**src/rtl/rider_steer_en.sv**
```systemverilog
// rider_steer_en: rider-detect / steering-enable qualifier.
// Registers the sum and absolute difference of the two load-cell readings,
// then runs a three-state FSM (IDLE / WAIT / STEER) with a saturating settle
// timer. Optional battery cutoff is compiled in with RIDER_BATT_CUTOFF_EN.
module rider_steer_en #(
    parameter int                  DATA_W       = 12,
    parameter logic [DATA_W-1:0]   MIN_RIDER_WT = 12'h200,
    parameter logic [DATA_W-1:0]   WT_HYST      = 12'h040,
    parameter int                  TMR_W        = 26,
    parameter logic [DATA_W-1:0]   BATT_MIN     = 12'h800
) (
    input  logic              clk,
    input  logic              rst,
    input  logic              ld_vld,
    input  logic [DATA_W-1:0] lft_ld,
    input  logic [DATA_W-1:0] rght_ld,
    input  logic [DATA_W-1:0] batt,
    output logic              en_steer,
    output logic              rider_off,
    output logic              batt_low
);

    typedef enum logic [1:0] {
        IDLE  = 2'd0,
        WAIT  = 2'd1,
        STEER = 2'd2
    } state_t;

    // Rider-lost threshold, kept one bit wider than the readings so the
    // comparison against the 13-bit sum never truncates.
    localparam logic [DATA_W:0] RIDER_THR = {1'b0, MIN_RIDER_WT};
    localparam logic [DATA_W:0] LOST_THR  = {1'b0, MIN_RIDER_WT} - {1'b0, WT_HYST};

    // Absolute difference of two unsigned readings.
    function automatic logic [DATA_W-1:0] abs_diff(input logic [DATA_W-1:0] a,
                                                   input logic [DATA_W-1:0] b);
        return (a >= b) ? (a - b) : (b - a);
    endfunction

    // Increment that sticks at all-ones instead of wrapping.
    function automatic logic [TMR_W-1:0] sat_inc(input logic [TMR_W-1:0] v);
        return (&v) ? v : (v + {{(TMR_W-1){1'b0}}, 1'b1});
    endfunction

    state_t            state;
    state_t            nxt_state;
    logic              clr_tmr;
    logic [TMR_W-1:0]  tmr;
    logic              tmr_full;

    logic [DATA_W:0]   sum_q;
    logic [DATA_W-1:0] diff_q;

    logic              rider_gt;
    logic              rider_lt;
    logic              diff_gt_1_4;
    logic              diff_gt_15_16;
    logic              batt_ok;

    // ---- Qualification stage: sum / difference captured on each fresh sample
    always_ff @(posedge clk or posedge rst) begin
        if (rst) begin
            sum_q  <= '0;
            diff_q <= '0;
        end else if (ld_vld) begin
            sum_q  <= {1'b0, lft_ld} + {1'b0, rght_ld};
            diff_q <= abs_diff(lft_ld, rght_ld);
        end
    end

    // ---- Threshold compares on the registered values (13-bit unsigned)
    always_comb begin
        rider_gt      = (sum_q > RIDER_THR);
        rider_lt      = (sum_q <= LOST_THR);
        diff_gt_1_4   = ({1'b0, diff_q} > (sum_q >> 2));
        diff_gt_15_16 = ({1'b0, diff_q} > (sum_q - (sum_q >> 4)));
    end

`ifdef RIDER_BATT_CUTOFF_EN
    logic [DATA_W-1:0] batt_q;
    logic              batt_low_q;

    // Battery sample follows the load samples; the low flag lags it by a clock.
    always_ff @(posedge clk or posedge rst) begin
        if (rst) begin
            batt_q     <= '0;
            batt_low_q <= 1'b0;
        end else begin
            if (ld_vld) begin
                batt_q <= batt;
            end
            batt_low_q <= (batt_q < BATT_MIN);
        end
    end

    assign batt_low = batt_low_q;
    assign batt_ok  = ~batt_low_q;
`else
    // Battery reading is intentionally ignored in this build.
    logic unused_batt;
    assign unused_batt = ^{batt, BATT_MIN};
    assign batt_low    = 1'b0;
    assign batt_ok     = 1'b1;
`endif

    assign tmr_full = &tmr;

    // ---- Settle timer: clear wins over count, counts only in WAIT, saturates
    always_ff @(posedge clk or posedge rst) begin
        if (rst) begin
            tmr <= '0;
        end else if (clr_tmr) begin
            tmr <= '0;
        end else if (state == WAIT) begin
            tmr <= sat_inc(tmr);
        end
    end

    // State register.
    always_ff @(posedge clk or posedge rst) begin
        if (rst) begin
            state <= IDLE;
        end else begin
            state <= nxt_state;
        end
    end

    // Next-state logic and timer clear, in priority order per state.
    always_comb begin
        nxt_state = state;
        clr_tmr   = 1'b0;
        case (state)
            IDLE: begin
                if (rider_gt) begin
                    nxt_state = WAIT;
                    clr_tmr   = 1'b1;
                end
            end
            WAIT: begin
                if (rider_lt) begin
                    nxt_state = IDLE;
                end else if (diff_gt_1_4) begin
                    clr_tmr = 1'b1;
                end else if (tmr_full && batt_ok) begin
                    nxt_state = STEER;
                end
            end
            STEER: begin
                if (rider_lt) begin
                    nxt_state = IDLE;
                end else if (diff_gt_15_16) begin
                    nxt_state = WAIT;
                    clr_tmr   = 1'b1;
                end
            end
            default: begin
                nxt_state = IDLE;
            end
        endcase
    end

    // ---- Output stage: Moore flags registered from the next state
    always_ff @(posedge clk or posedge rst) begin
        if (rst) begin
            en_steer  <= 1'b0;
            rider_off <= 1'b1;
        end else begin
            en_steer  <= (nxt_state == STEER);
            rider_off <= (nxt_state == IDLE);
        end
    end

endmodule

```
**config.mk**
```make
export PLATFORM = sky130hd
export DESIGN_NAME = rider_steer_en
export DESIGN_NICKNAME = d
export VERILOG_FILES = /design/src/rtl/rider_steer_en.sv
export SDC_FILE = /design/constraint.sdc
export NUM_CORES = 1
export LEC_CHECK = 0
export CORE_UTILIZATION = 40
export CTS_CLUSTER_SIZE = 28
export DETAILED_ROUTE_END_ITERATION = 6
export PLACE_DENSITY_LB_ADDON = 0.3
export SYNTH_ARGS = -nofsm -noshare
export SYNTH_HDL_FRONTEND = slang
export SYNTH_SLANG_ARGS = --single-unit
```
**constraint.sdc**
```tcl
create_clock -name clk -period 6.3 [get_ports clk]
set_input_delay 1.26 -clock clk [delete_from_list [all_inputs] [get_ports clk]]
set_output_delay 1.26 -clock clk [all_outputs]
set_load 0.1 [all_outputs]
```
==> results of run 1 <==
## cells by family after synthesis
logic type,count (synthesis),share of synthesized area
fa+ha+maj,72,0.1721
buf+inv,79,0.06662
flops,54,0.2501
other cells,1,0.0006933
compound gates,134,0.1710
mux,14,0.02614
simple gates,214,0.2422
xor+xnor,44,0.07125
## sequential cells by signal, summed over array words and instances (netlist names)
signal     cells
state          2
tmr           26
sum_q         12
en_steer       1
diff_q        12
rider_off      1
## critical path, stage by stage, from the launching register on
cell and delay [ps]:
dfrtp_1 490, inv_1 100, ha_1 290, nor2b_1 120, o21ai_0 110, a21oi_1 200
o21ai_0 150, a21oi_1 330, nor2_1 150, o311ai_0 430, ha_1 330, nand4_1 100
o32a_1 150, o21ai_1 70, a31oi_1 170, o21ai_1 160, nor4_4 510, buf_4 410
nor3_1 100
## where the power goes
| part | switching, mW | leakage, nW | internal [mW] |
|---|---|---|---|
| registers | 0.0517 | 0.685 | 0.392 |
| clock network | 0.128 | 0.0740 | 0.150 |
| logic | 0.482 | 1.86 | 0.319 |
## per-layer routing
layer | up-vias | track usage | routed length, um | part of all wire
li1 | 2222 | - | - | -
met5 | - | 0 | 0 | 0
met2 | 70 | 0.3070 | 5762 | 0.49
met4 | 0 | 0.05529 | 236 | 0.020
met3 | 18 | 0.01448 | 208 | 0.018
met1 | 2113 | 0.2198 | 5434 | 0.47
## final cells by class
class,count,share of cell area
Inverter,56,0.03538
Tap cell,176,0.03706
Multi-Input combinational cell,479,0.6235
Clock inverter,3,0.004422
Sequential cell,54,0.2276
Clock buffer,5,0.02106
Timing Repair Buffer,31,0.05096
## cells in the mapped netlist, drive strengths merged (6+ instances only)
cell and number:
xor2 20, mux2i 13, a21oi 49, or3 7, ha 68, a211oi 9, nand3 22, clkbuf 7
nor4 11, o21a 7, dfrtp 53, buf 16, nand4 15, nand2b 14, nor2 44, inv 55
o31ai 7, nor3 45, o21ai 16, xnor2 24, nand2 28, nor2b 6
## per-stage QoR
step                instance area [sq um]  setup slack (ps)  hold slack [ps]  total power, mW
finish                               5942              1780            537.4            1.522
CTS                                  5942              1866            548.5            1.528
detailed placement                   5791              1865            532.9            1.239
floorplan                            5409              2865            484.1            1.054
global route                         5942              1483            558.9            1.650
global placement                     5791              1917            514.5            1.210
## worst paths after layout
check                                 startpoint                    end  slack (ps)  cells past startpoint
setup / recovery            sum_q[5]$_DFFE_PP0P_     tmr[1]$_DFFE_PP0P_        1780                     18
hold / removal             diff_q[0]$_DFFE_PP0P_  diff_q[0]$_DFFE_PP0P_         540                      2
setup reg to reg            sum_q[5]$_DFFE_PP0P_     tmr[1]$_DFFE_PP0P_        1780                     18
hold reg to reg            diff_q[0]$_DFFE_PP0P_  diff_q[0]$_DFFE_PP0P_         540                      2
max in group asynchronous                    rst     tmr[9]$_DFFE_PP0P_        4060                      2
min in group asynchronous                    rst    tmr[20]$_DFFE_PP0P_        1570                      2
==> results.json, run 1 <==
{
  "cts_tree": "done",
  "status": "finished clean",
  "critPathRequiredTime_ps": 6450,
  "regArea_sq_mm": 0.001353,
  "drt-initial-drc-count": 213,
  "vdd_drop_max_uv": 133.7,
  "multi_input_area_sq_mm": 0.003705,
  "die_x_um": 118.3,
  "syn_inst": 612,
  "cts_buffers": 5,
  "utilization": 0.4505,
  "finalNonFillerCells": 804,
  "drv_slew": 0,
  "ys_types": 76,
  "antenna_cells": 0,
  "grt_pass1_vias": 4390,
  "path_max_fanout": 20,
  "insertion_delay_ps": 290,
  "area_delta_synth_final_pct": 9.854,
  "fp-row-count": 42,
  "clock_sinks": 54,
  "maxCapViolCount": 0,
  "fmax_mhz": 221.2,
  "ys.flop_type": "dfrtp_1",
  "cts.path.max_buffers": 2,
  "clock_skew_ps": 8.037,
  "yosys_warnings": 0,
  "die_h_um": 118.3,
  "grt_usage": 0.1726,
  "dr_total_vias": 4423,
  "leakage_nw": 2.620,
  "finalHoldViolations": 0,
  "hpwl_mm": 9.147,
  "synth_area_leaders": "dfrtp_1 25%, ha_1 16%, a21oi_1 4.3%, nor3_2 4.1%, xnor2_1 3.9%",
  "hold_buffers": 0,
  "clockRootBuffer": "clkbuf_16",
  "place_inst": 796,
  "rsz0062_at_grt": "no",
  "gr-total-overflow": 0,
  "synth_seq_cells": 54,
  "cp.arrival_ps": 4670,
  "start_kind": "register",
  "grt_max_degree": 55,
  "final_common_cell": "ha_1",
  "setup-tns-final_ps": 0,
  "relSlewSlack": 0.2668,
  "fillCellCount": 1263,
  "synth_edf_count": 0,
  "worst_pin_slew_ps": 1098,
  "ctsHtreeMaxLevel": 2,
  "worst-setup-path-type": "reg -> reg",
  "hold_path.class": "reg -> reg",
  "synth_top_area_share": 0.2452,
  "grt_pass1_wl_mm": 20.23,
  "drc_errors": 0,
  "ant_nets": 0,
  "wl_per_cell_um": 14.48,
  "viasPerCell": 5.501,
  "gp_congestion": 0.9270,
  "initial_core_util": 0.4101,
  "ios": 42,
  "antenna_found_initial": 0,
  "synth.avg_cell_area_sq_um": 8.838,
  "layout_common_cells": "68 x ha_1, 54 x inv_1, 53 x dfrtp_1",
  "syn_nets": 723,
  "port-buffer-count": 28,
  "power_density_mw_per_mm2": 256.2,
  "nets": 738,
  "cts_repair_resize_count": 0,
  "async_flop_share": 1.000,
  "core-area_sq_mm": 0.01319,
  "die-area_sq_mm": 0.01399,
  "setup_violations": 0,
  "postCtsSetupRepairBufs": 0,
  "seq_area_frac_synth": 0.2501,
  "crit_path_end_kind": "register",
  "synth_area_sq_mm": 0.005409,
  "period_share": 0.7175,
  "drive_above_1_share": 0.09236,
  "path_clk_slew_ps": 70,
  "post-route-min-period_ps": 4520,
  "dr.pass1.iters": 4,
  "wirelength_mm": 11.64,
  "yosys.area.top_type": "dfrtp_1"
}
(Power assumes the default switching activity.)
==> inputs of run 2 (changes only) <==
==> constraint.sdc (replaced) <==
create_clock -name clk -period 4.3 [get_ports clk]
set_input_delay 0.86 -clock clk [delete_from_list [all_inputs] [get_ports clk]]
set_output_delay 0.86 -clock clk [all_outputs]
set_load 0.1 [all_outputs]
==> run 2 against run 1 <==
Global-route usage increased by 1.1 points. Critical endpoint is now tmr[25]$_DFFE_PP0P_. Highest routed layer unchanged. Sequential share of layout area decreased by 0.24 points. Power increased by 51%. Final area increased by 1.1%. First-iteration DRC count increased by 16%. Count of clock-buffer cells in the layout unchanged. Setup slack got worse by 1500 ps. Sequential power increased by 47%. Clock skew increased by 2.4 ps. Combinational power increased by 47%. Critical path depth unchanged. Fmax increased by 12%.
==> results.json, run 2 (same netlist as run 1, synthesis figures left out) <==
{
  "maxCapViolCount": 0,
  "worst-setup-path-type": "reg -> reg",
  "place_inst": 802,
  "cpMaxStageDelayCell": "dfrtp_1",
  "cp.arrival_ps": 4190,
  "fillCellCount": 1289,
  "leakage_nw": 2.660,
  "antenna_cells": 0,
  "drive_above_1_share": 0.1009,
  "grtUsageMet3": 0.01979,
  "post-route-min-period_ps": 4048,
  "initial_core_util": 0.4101,
  "power_mw": 2.301,
  "hold_path_startpoint": "diff_q[0]$_DFFE_PP0P_",
  "gr-total-overflow": 0,
  "die-area_sq_mm": 0.01399,
  "start_kind": "register",
  "grt-busiest-layer": "met2",
  "clock_skew_ps": 10.42,
  "status": "finished clean",
  "use_met2": 0.3313,
  "ctsHtreeMaxLevel": 2,
  "period_share": 0.9414,
  "hold_path.class": "reg -> reg",
  "r2r-end": "tmr[25]$_DFFE_PP0P_",
  "setup_violations": 0,
  "drt-initial-drc-count": 247,
  "fmax_mhz": 247.0,
  "insertion_delay_ps": 290,
  "crit_path_end_kind": "register",
  "dr.pass1.iters": 4,
  "fp-row-count": 42,
  "largest_reg_flops": 26,
  "hold_path_depth": 2,
  "placed_area_sq_mm": 0.005836,
  "wl_per_cell_um": 15.08,
  "clock_sinks": 54,
  "setup-tns-final_ps": 0,
  "multi_input_area_sq_mm": 0.003705,
  "nets": 744,
  "cts.path.max_buffers": 2,
  "worst_pin_slew_ps": 1139,
  "grt_pass1_vias": 4686,
  "hpwl_mm": 9.491,
  "ant_nets": 0,
  "grt_max_degree": 55,
  "finalNonFillerCells": 810,
  "utilization": 0.4552,
  "antenna_found_initial": 0,
  "cts_buffers": 5,
  "met1_usage": 0.2283,
  "dr_total_vias": 4476,
  "grt_usage": 0.1841,
  "critPathRequiredTime_ps": 4440,
  "layout_common_cells": "68 x ha_1, 54 x inv_1, 53 x dfrtp_1",
  "path_cells": "inv_1 > ha_1 > nor2b_1 > o21ai_0 > a21oi_1 > o21ai_0 > a21oi_1 > nor2_1 > o311ai_0 > ha_1 > nand4_1 > o32a_1 > o21ai_1 > a31oi_1 > o21ai_1 > nor4_4 > buf_4 > nor3_1",
  "viasPerCell": 5.526,
  "ff2ff_setup_slack_ps": 250,
  "ios": 42,
  "core-area_sq_mm": 0.01319,
  "cts_tree": "done",
  "path_clk_slew_ps": 70,
  "rsz0062_at_grt": "no",
  "vdd_drop_max_uv": 197.3,
  "regArea_sq_mm": 0.001353,
  "r2r_cells": 18,
  "relSlewSlack": 0.2396,
  "gp_congestion": 0.8700,
  "final_common_cell": "ha_1",
  "path_max_fanout": 14,
  "biggestRegsByFlops": "tmr x26, diff_q x12, sum_q x12",
  "grt_pass1_wl_mm": 21.53,
  "clockRootBuffer": "clkbuf_16",
  "power_density_mw_per_mm2": 383.1,
  "postCtsSetupRepairBufs": 0,
  "fin_area_sq_mm": 0.006005,
  "die_x_um": 118.3,
  "cts_repair_resize_count": 0,
  "drc_errors": 0,
  "regMostFlops": "tmr",
  "finalHoldViolations": 0,
  "whs_endpoint": "diff_q[0]$_DFFE_PP0P_",
  "hold_buffers": 0,
  "drv_slew": 0,
  "wirelength_mm": 12.22,
  "r2r-start": "sum_q[5]$_DFFE_PP0P_",
  "critical_path.max_stage_delay_ps": 490,
  "port-buffer-count": 28,
  "area_delta_synth_final_pct": 11.01,
  "die_h_um": 118.3
}
## run 2: per-layer routing
metal  up-vias  wire (um)
met5         -          0
met4         0        290
met3        24        337
met2        89       6090
met1      2116       5496
li1       2247          -
## run 2: final cells by class
cell class | instances | share of cell area
Clock inverter | 3 | 0.007293
Multi-Input combinational cell | 479 | 0.6170
Sequential cell | 54 | 0.2253
Inverter | 56 | 0.03501
Tap cell | 176 | 0.03667
Timing Repair Buffer | 37 | 0.05793
Clock buffer | 5 | 0.02084
## run 2: worst max-delay path: cells and delay by family (launching register included)
kind                     cells  cell delay (ps)
AO/OA/AOI/OAI                9             1730
AND/OR/NAND/NOR              5              660
adder cells (fa/ha/maj)      2              610
flip-flops                   1              490
buffers and inverters        2              390
## run 2: worst max path at each step
stage | startpoint | to | slack [ps] | cells after the start
3_5_place_dp | lft_ld[0] | diff_q[9]$_DFFE_PP0P_ | 320 | 11
3_3_place_gp | lft_ld[0] | diff_q[9]$_DFFE_PP0P_ | 380 | 11
4_1_cts | sum_q[5]$_DFFE_PP0P_ | tmr[25]$_DFFE_PP0P_ | 340 | 18
5_1_grt | sum_q[5]$_DFFE_PP0P_ | tmr[25]$_DFFE_PP0P_ | 30 | 18
2_1_floorplan | sum_q[5]$_DFFE_PP0P_ | tmr[10]$_DFFE_PP0P_ | 860 | 18
6_report | sum_q[5]$_DFFE_PP0P_ | tmr[25]$_DFFE_PP0P_ | 250 | 18
## run 2: report_power, final
part	leakage [nW]	internal [mW]	total (mW)	switching, mW
Sequential	0.685	0.574	0.652	0.0784
Clock	0.0842	0.276	0.465	0.189
Combinational	1.89	0.475	1.18	0.708
## run 2: metrics by stage
| step | hold slack (ps) | setup WS (ps) |
|---|---|---|
| after floorplan | 484.1 | 864.6 |
| after global placement | 515.1 | 378.1 |
| after detailed placement | 522.5 | 324.3 |
| after CTS | 540.8 | 340.0 |
| after global routing | 591.2 | 34.47 |
| final | 536.7 | 252.0 |
==> inputs of run 3 (changes only) <==
--- a/config.mk
+++ b/config.mk
@@ -5,7 +5,7 @@
 export SDC_FILE = /design/constraint.sdc
 export NUM_CORES = 1
 export LEC_CHECK = 0
-export CORE_UTILIZATION = 40
+export CORE_UTILIZATION = 30
 export CTS_CLUSTER_SIZE = 28
 export DETAILED_ROUTE_END_ITERATION = 6
 export PLACE_DENSITY_LB_ADDON = 0.3
==> run 3 against run 2 <==
Fmax rose by 1.7%. Critical endpoint is now tmr[14]$_DFFE_PP0P_. Die area grew 33%. Setup slack gained 68 ps. Largest cell class unchanged.
==> results.json, run 3 (same netlist as run 1, synthesis figures left out) <==
{
  "hold_path_depth": 2,
  "grt_max_degree": 55,
  "seqPwrFrac": 0.277,
  "hold_buffers": 0,
  "port-buffer-count": 28,
  "worst_pin_slew_ps": 1158,
  "path_clk_slew_ps": 70,
  "fp-row-count": 48,
  "cts_buffers": 5,
  "drc_errors": 0,
  "clock_sinks": 54,
  "ctsHtreeMaxLevel": 2,
  "cts.path.max_buffers": 2,
  "core-area_sq_mm": 0.01748,
  "gr-total-overflow": 0,
  "ios": 42,
  "relSlewSlack": 0.2271,
  "sw_frac_of_total": 0.4093,
  "setup-tns-final_ps": 0,
  "dr_total_vias": 4429,
  "clockRootBuffer": "clkbuf_16",
  "antenna_cells": 0,
  "largest_reg_flops": 26,
  "critPathRequiredTime_ps": 4470,
  "maxCapViolCount": 0,
  "viasPerCell": 5.156,
  "drt-initial-drc-count": 218,
  "layout_common_cells": "68 x ha_1, 54 x inv_1, 53 x dfrtp_1",
  "power_density_mw_per_mm2": 387.9,
  "wl_per_cell_um": 14.37,
  "initial_core_util": 0.3095,
  "start_kind": "register",
  "die-area_sq_mm": 0.01857,
  "p_int_mw": 1.397,
  "drv_slew": 0,
  "antenna_found_initial": 0,
  "grt-busiest-layer": "met2",
  "gp_congestion": 0.8557,
  "regMostFlops": "tmr",
  "cts_repair_resize_count": 0,
  "ant_nets": 0,
  "wirelength_mm": 12.35,
  "grt_usage": 0.1376,
  "area_delta_synth_final_pct": 12.70,
  "insertion_delay_ps": 300,
  "drive_above_1_share": 0.1009,
  "grt_pass1_vias": 4549,
  "hpwl_mm": 9.779,
  "cp.arrival_ps": 4150,
  "postCtsSetupRepairBufs": 0,
  "fmax_mhz": 251.2,
  "use_met2": 0.2456,
  "worst-setup-path-type": "reg -> reg",
  "switching_power_mw": 0.9676,
  "nets": 744,
  "met1_usage": 0.1672,
  "post-route-min-period_ps": 3980,
  "fin_hold_ws_ps": 530.2,
  "die_h_um": 136.3,
  "hold_path.class": "reg -> reg",
  "clock_skew_ps": 8.561,
  "grt_pass1_wl_mm": 20.84,
  "finalNonFillerCells": 859,
  "biggestRegsByFlops": "tmr x26, diff_q x12, sum_q x12",
  "vdd_drop_max_uv": 261.0,
  "crit_path_end_kind": "register",
  "period_share": 0.9256,
  "cts_tree": "done",
  "r2r_cells": 18,
  "clkPwrFrac": 0.225,
  "finalHoldViolations": 0,
  "setup_violations": 0,
  "rsz0062_at_grt": "no",
  "final_common_cell": "ha_1",
  "die_x_um": 136.3,
  "leakage_nw": 2.673,
  "combPwrFrac": 0.498,
  "path_max_fanout": 16,
  "dr.pass1.iters": 4,
  "place_inst": 851,
  "grtUsageMet3": 0.01827,
  "status": "finished clean",
  "utilization": 0.3488
}
[run 3: path summary, 6_finish.rpt]
check | from | end | slack (ps)
min reg2reg | diff_q[0]$_DFFE_PP0P_ | diff_q[0]$_DFFE_PP0P_ | 530
max | sum_q[5]$_DFFE_PP0P_ | tmr[14]$_DFFE_PP0P_ | 320
max in group asynchronous | rst | tmr[18]$_DFFE_PP0P_ | 2390
min in group asynchronous | rst | tmr[20]$_DFFE_PP0P_ | 1200
min | diff_q[0]$_DFFE_PP0P_ | diff_q[0]$_DFFE_PP0P_ | 530
max reg2reg | sum_q[5]$_DFFE_PP0P_ | tmr[14]$_DFFE_PP0P_ | 320
[run 3: critical path: stages, from the launching register on]
cell,delay (ps)
dfrtp_1,490
inv_1,100
ha_1,270
nor2b_1,120
o21ai_0,240
a21oi_1,130
o21ai_0,260
a21oi_1,180
or3_1,380
o311ai_0,120
ha_1,330
nand4_1,110
o32a_1,140
o21ai_1,60
a31oi_1,140
o21ai_1,150
nor4_4,210
buf_4,340
nor3_2,80
[run 3: power by group through the flow]
| stage | registers, mW | clock network [mW] | logic, mW |
|---|---|---|---|
| 3_5_place_dp | 0.663 | 0 | 1.18 |
| 4_1_cts | 0.654 | 0.549 | 1.18 |
| 6_report | 0.655 | 0.532 | 1.18 |
| 2_1_floorplan | 0.652 | 0 | 0.893 |
| 5_1_grt | 0.665 | 0.566 | 1.31 |
| 3_3_place_gp | 0.660 | 0 | 1.12 |
[run 3: cell type report]
class                   count  area (sq um)
fillers                  1790         11380
multi-input cells         479          3705
flip-flops and latches     54          1353
repair buffers             37         347.8
well taps                 225         281.5
inverters                  56         210.2
clock buffers               6         138.9
clock inverters             2         60.06
[run 3: through the flow]
stage | cell area (sq um) | power (mW) | setup WS (ps)
floorplan | 5409 | 1.545 | 864.6
global placement | 5897 | 1.785 | 365.6
finish | 6096 | 2.364 | 319.7
global route | 6096 | 2.544 | 13.74
CTS | 6096 | 2.385 | 334.5
detailed placement | 5897 | 1.839 | 329.2
[run 3: routing by layer]
layer	wire length [um]	up-vias
li1	-	2231
met3	350	22
met4	317	0
met1	5714	2087
met5	0	-
met2	5964	89
